<file path="config.mk">
export PLATFORM = sky130hd
export DESIGN_NAME = multi_tone_phase_gen
export DESIGN_NICKNAME = d
export VERILOG_FILES = /design/src/rtl/multi_tone_phase_gen.sv
export SDC_FILE = /design/constraint.sdc
export NUM_CORES = 1
export LEC_CHECK = 0
export BUFFER_PORTS_ARGS = -buffer_cell sky130_fd_sc_hd__buf_2
export CELL_PAD_IN_SITES_DETAIL_PLACEMENT = 0
export CELL_PAD_IN_SITES_GLOBAL_PLACEMENT = 1
export CORE_MARGIN = 8
export CORE_UTILIZATION = 30
export DETAILED_ROUTE_END_ITERATION = 8
export PLACE_DENSITY = 0.59
export SYNTH_ARGS = -nofsm -noshare
export SYNTH_HDL_FRONTEND = slang
export SYNTH_SLANG_ARGS = --single-unit
</file>
<file path="constraint.sdc">
create_clock -name clk -period 3.5 [get_ports clk]
set_clock_uncertainty 0.2 [all_clocks]
set_input_delay 1.05 -clock clk [delete_from_list [all_inputs] [get_ports clk]]
set_output_delay 1.05 -clock clk [all_outputs]
set_load 0.1 [all_outputs]
</file>
<file path="src/rtl/multi_tone_phase_gen.sv">
// Multi-channel phase generator feeding a CORDIC sine engine, with decimated
// mixing of the returned sines into a single saturated output sample.
module multi_tone_phase_gen #(
   parameter int unsigned N_CH  = 2,
   parameter int unsigned DIV   = 5,
   parameter int unsigned SHIFT = $clog2(N_CH)
) (
   input  logic                 clk,
   input  logic                 rst,
   input  logic                 ena,
   input  logic                 cfg_we,
   input  logic [2:0]           cfg_ch,
   input  logic [15:0]          cfg_inc,
   output logic                 m_axis_phase_tvalid,
   output logic [16*N_CH-1:0]   m_axis_phase_tdata,
   input  logic                 s_axis_sin_tvalid,
   input  logic [16*N_CH-1:0]   s_axis_sin_tdata,
   output logic                 m_axis_mix_tvalid,
   input  logic                 m_axis_mix_tready,
   output logic [15:0]          m_axis_mix_tdata,
   output logic                 ovf
);

   localparam int unsigned SUM_W  = 16 + $clog2(N_CH);
   localparam int unsigned DCNT_W = (DIV > 1) ? $clog2(DIV) : 1;

   localparam logic [15:0]              PI_POS    = 16'h6488;
   localparam logic signed [17:0]       PI_POS_S  = 18'sd25736;
   localparam logic signed [17:0]       TWO_PI_S  = 18'sd51472;
   localparam logic [DCNT_W-1:0]        DCNT_LAST = DCNT_W'(DIV - 1);
   localparam logic signed [SUM_W-1:0]  MIX_MAX   = SUM_W'(32767);
   localparam logic signed [SUM_W-1:0]  MIX_MIN   = SUM_W'(-32768);

   logic [15:0]             phase_q [N_CH];
   logic [15:0]             phase_d [N_CH];
   logic [15:0]             inc_q   [N_CH];
   logic [15:0]             inc_d   [N_CH];
   logic signed [17:0]      phase_sum [N_CH];
   logic [15:0]             inc_clamped;

   logic [DCNT_W-1:0]       dcnt_q, dcnt_d;
   logic                    sample_pt;
   logic                    capture;

   logic signed [SUM_W-1:0] sin_sum;
   logic signed [SUM_W-1:0] sin_shift;
   logic [15:0]             mix_sat;

   logic                    phase_tvalid_q;
   logic                    mix_tvalid_q, mix_tvalid_d;
   logic [15:0]             mix_tdata_q, mix_tdata_d;
   logic                    ovf_q, ovf_d;

   assign inc_clamped = (cfg_inc > PI_POS) ? PI_POS : cfg_inc;

   // Increment registers; writes to channels beyond N_CH-1 match no entry.
   always_comb begin
      inc_d = inc_q;
      for (int k = 0; k < int'(N_CH); k++) begin
         if (cfg_we && (cfg_ch == 3'(k))) begin
            inc_d[k] = inc_clamped;
         end
      end
   end

   // Phase step with wrap into [-pi, +pi); sum is 18 bits so it cannot overflow.
   always_comb begin
      phase_d = phase_q;
      for (int k = 0; k < int'(N_CH); k++) begin
         phase_sum[k] = signed'({{2{phase_q[k][15]}}, phase_q[k]}) + signed'({2'b00, inc_q[k]});
         if (ena) begin
            if (phase_sum[k] >= PI_POS_S) begin
               phase_d[k] = 16'(phase_sum[k] - TWO_PI_S);
            end else begin
               phase_d[k] = phase_sum[k][15:0];
            end
         end
      end
   end

   assign sample_pt = ena && (dcnt_q == DCNT_LAST);
   assign capture   = sample_pt && s_axis_sin_tvalid;

   always_comb begin
      dcnt_d = dcnt_q;
      if (ena) begin
         dcnt_d = sample_pt ? '0 : dcnt_q + DCNT_W'(1);
      end
   end

   // Sum of channel sines, scaled and saturated to 16 bits.
   always_comb begin
      sin_sum = '0;
      for (int k = 0; k < int'(N_CH); k++) begin
         sin_sum = sin_sum + SUM_W'(signed'(s_axis_sin_tdata[16*k +: 16]));
      end
      sin_shift = sin_sum >>> SHIFT;
      if (sin_shift > MIX_MAX) begin
         mix_sat = 16'h7FFF;
      end else if (sin_shift < MIX_MIN) begin
         mix_sat = 16'h8000;
      end else begin
         mix_sat = sin_shift[15:0];
      end
   end

   // Output register: a new capture wins over an accept in the same cycle.
   always_comb begin
      mix_tvalid_d = mix_tvalid_q;
      mix_tdata_d  = mix_tdata_q;
      ovf_d        = ovf_q;
      if (capture) begin
         mix_tvalid_d = 1'b1;
         mix_tdata_d  = mix_sat;
         if (mix_tvalid_q && !m_axis_mix_tready) begin
            ovf_d = 1'b1;
         end
      end else if (mix_tvalid_q && m_axis_mix_tready) begin
         mix_tvalid_d = 1'b0;
      end
   end

   always_ff @(posedge clk) begin
      if (rst) begin
         for (int k = 0; k < int'(N_CH); k++) begin
            phase_q[k] <= '0;
            inc_q[k]   <= '0;
         end
         dcnt_q         <= '0;
         phase_tvalid_q <= 1'b0;
         mix_tvalid_q   <= 1'b0;
         mix_tdata_q    <= '0;
         ovf_q          <= 1'b0;
      end else begin
         for (int k = 0; k < int'(N_CH); k++) begin
            phase_q[k] <= phase_d[k];
            inc_q[k]   <= inc_d[k];
         end
         dcnt_q         <= dcnt_d;
         phase_tvalid_q <= ena;
         mix_tvalid_q   <= mix_tvalid_d;
         mix_tdata_q    <= mix_tdata_d;
         ovf_q          <= ovf_d;
      end
   end

   for (genvar g = 0; g < int'(N_CH); g++) begin : g_phase_out
      assign m_axis_phase_tdata[16*g +: 16] = phase_q[g];
   end

   assign m_axis_phase_tvalid = phase_tvalid_q;
   assign m_axis_mix_tvalid   = mix_tvalid_q;
   assign m_axis_mix_tdata    = mix_tdata_q;
   assign ovf                 = ovf_q;

endmodule
</file>
==> flow_summary.toml <==
[outcome]
outcome = "finished clean"

[drt]
drtIter0Drc = 351
drc_errors = 0
vias = 6857
antenna_left = 0
via_per_inst = 5.234
wl_um = 22160
dr.pass1.iters = 5
wl_per_cell_um = 16.91

[logic_synthesis]
postSynthAreaPerCell_um2 = 7.808
syn_inst = 841
synth-seq-cells = 86
ys_async_sr_fraction_pct = 0
ys_seq_area_share_pct = 26.22
ys_warn_count = 0
synthDistinctLibCells = 84
synthesis.area_mm2 = 0.006566
synthFlopType = "dfxtp_1"
postSynthNetCount = 956
synth-edff-count = 0

[layout]
area_growth_pct = 32.81
drive_gt1_share_pct = 32.30
fin_area_mm2 = 0.008721
fin_util_pct = 40.21
nets = 1138
fin_cells = 1310

[power_and_ir_drop]
power.share.sequential_pct = 36.4
power_density_mw_per_mm2 = 330.1
total_power_mw = 2.879
p_leak_nw = 3.774
vdd_drop_max_v = 0.0001979
p_int_mw = 1.816
pwr-share-clk_pct = 32.9
pwr-share-comb_pct = 30.7
swShare_pct = 36.93
p_switching_mw = 1.063

[global_routing]
grt_pass1_wl_um = 35670
grt_max_degree = 71
first_global_vias = 6834
track_usage_pct = 16.49
antenna_found_initial = 6
gr-total-overflow = 0

[clock_tree]
hold_buffers = 0
path_clk_slew_ns = 0.07
cts_made_buffers = 9
clock_latency_ns = 0.36
cts_tree = "done"
clock-sinks = 86
clockRootBuffer = "clkbuf_16"
htreeDepth = 3
clock_path_buffers = 2

[die]
start_util_pct = 30.28
die_w_um = 163.9
rows = 54
die_y_um = 163.9
core_area_mm2 = 0.02169
num_io_pins = 108
design.die.area_mm2 = 0.02688

[sta]
worst_slew_pin_slew_ns = 0.7951
hold_ws_ns = 0.2537
hold_violations = 0
max_freq_ghz = 0.2952
slew_headroom_pct = 47.00
worst_slack_ns = 0.1123
drv_slew = 0
period_needed_ns = 3.388
setup_tns_ns = 0
fin_crit_sh_pct = 96.79
setup_viol = 0
rsz0062_at_grt = "true"

[placement]
gp_routability_congestion = 0.8052
placed_cell_area_mm2 = 0.008104
hpwl_um = 17120
dp_slack_ns = -0.2105
numPortBuffers = 107
dp_cells = 1281

[flow_run]
cap_violations = 0

[setup_path]
start_kind = "register"
cp_data_required_time_ns = 3.56
path_max_fanout = 4
critPathArrivalTime_ns = 3.45
crit_type = "reg2reg"
end_kind = "register"

[worst_hold_path]
hold_class = "reg2reg"
-- synthesized netlist by cell type, types with 5 or more instances --
cell type,instances,area (µm²)
a21oi_1,78,390.4
a31oi_1,14,87.58
and3_1,9,56.30
a21o_1,17,127.6
or2_2,5,31.28
nor4_1,5,31.28
and2_1,7,43.79
nor2b_1,5,31.28
nor2_1,77,289.0
xnor2_1,22,192.7
o21a_1,10,75.07
or3_1,8,50.05
clkbuf_1,33,123.9
inv_1,19,71.32
a211oi_1,24,180.2
xor2_1,15,131.4
nand3_1,48,240.2
dfxtp_1,86,1722
nand2b_1,5,31.28
buf_2,6,30.03
nand4_1,17,106.4
o211ai_1,13,97.59
mux2i_1,10,100.1
o2111ai_1,5,43.79
buf_1,5,18.77
o21ai_1,6,30.03
ha_1,55,688.2
o21ai_0,31,155.2
nor3_1,22,110.1
a311oi_1,9,78.83
nand2_1,81,304.0
o21bai_1,9,67.56
-- flip-flops by register name (all words and copies together), names as in the netlist --
register and cells:
m_axis_mix_tdata 16, m_axis_phase_tdata 32, ovf 1, dcnt_q 3
inc_q 32, m_axis_phase_tvalid 1, m_axis_mix_tvalid 1
-- power groups by stage --
stage	combinational (mW)	sequential, mW	clock, mW
6_report	0.883	1.05	0.948
5_1_grt	0.964	1.05	1.03
4_1_cts	0.854	1.05	0.974
3_5_place_dp	0.842	1.07	0
3_3_place_gp	0.844	1.07	0
2_1_floorplan	0.400	1.25	0
-- cell usage in the layout, fill, tap and decap left out, drive strengths merged, types with 5 or more instances in the layout --
master	synthesis	layout
nand2	81	81
nor2b	5	5
a21oi	79	79
nor3	22	22
mux2i	10	10
clkbuf	34	9
buf	12	217
a21o	17	17
nor2	78	78
nand2b	5	5
o21a	10	10
o31ai	6	6
ha	55	55
o21bai	9	9
o211ai	13	13
or2	7	7
nand3	49	49
or3	8	8
nor4	5	5
a211oi	28	28
xnor2	23	23
xor2	15	15
a311oi	10	10
inv	19	22
o2111ai	5	5
and2	9	9
o21ai	38	38
a31oi	14	14
dfxtp	86	86
nand4	17	17
and3	9	9
-- layer usage --
metal	GRT usage [%]	vias up	wire (µm)
met4	2.851	10	188
li1	-	3508	-
met2	26.62	151	10070
met5	0	-	56
met3	5.063	20	1358
met1	21.50	3168	10490
-- critical path: stages, from the launching register on --
cell	delay [ns]
dfxtp_4	0.35
ha_4	0.16
fa_2	0.42
a21o_1	0.18
a21oi_2	0.15
xor2_1	0.21
ha_2	0.21
nand3_2	0.07
a311oi_2	0.26
o31ai_1	0.11
a31oi_1	0.19
buf_4	0.17
a21oi_2	0.03
or3_1	0.32
a311oi_2	0.26
-- worst paths after layout --
kind                               start  cells after the start  slack, ns                     end
setup reg to reg  m_axis_phase_tdata[16]                     14       0.11  m_axis_phase_tdata[31]
setup / recovery  m_axis_phase_tdata[16]                     14       0.11  m_axis_phase_tdata[31]
hold reg to reg      m_axis_mix_tdata[9]                      2       0.25     m_axis_mix_tdata[9]
hold / removal       m_axis_mix_tdata[9]                      2       0.25     m_axis_mix_tdata[9]
-- what timing repair did --
item,in CTS,in global routing
setup endpoints to repair,11,25
resized for setup,5,51
buffers inserted,7,4
hold endpoints to repair,0,0
pin swaps,3,33
-- final cells by class --
cell class                 count  area [µm²]
timing repair buffer         217        1378
sequential                    86        1778
multi-input combinational    690        4856
fill                        2278       12970
inverter                      19       71.32
tap                          280       350.3
clock inverter                 7       57.56
antenna                        2       5.005
clock buffer                   9       225.2
-- cell families (layout without fill, tap and decap cells) --
kind of cell | count (synthesis) | count (layout) | synth area share [%]
AO/OA/AOI/OAI | 274 | 274 | 28.87
XOR/XNOR | 38 | 38 | 5.183
adder cells (fa/ha/maj) | 58 | 58 | 11.39
buffers and inverters | 65 | 252 | 3.963
flip-flops | 86 | 86 | 26.22
multiplexers | 10 | 10 | 1.524
other | 0 | 2 | 0
AND/OR/NAND/NOR | 310 | 310 | 22.85
(Power assumes the default switching activity.)
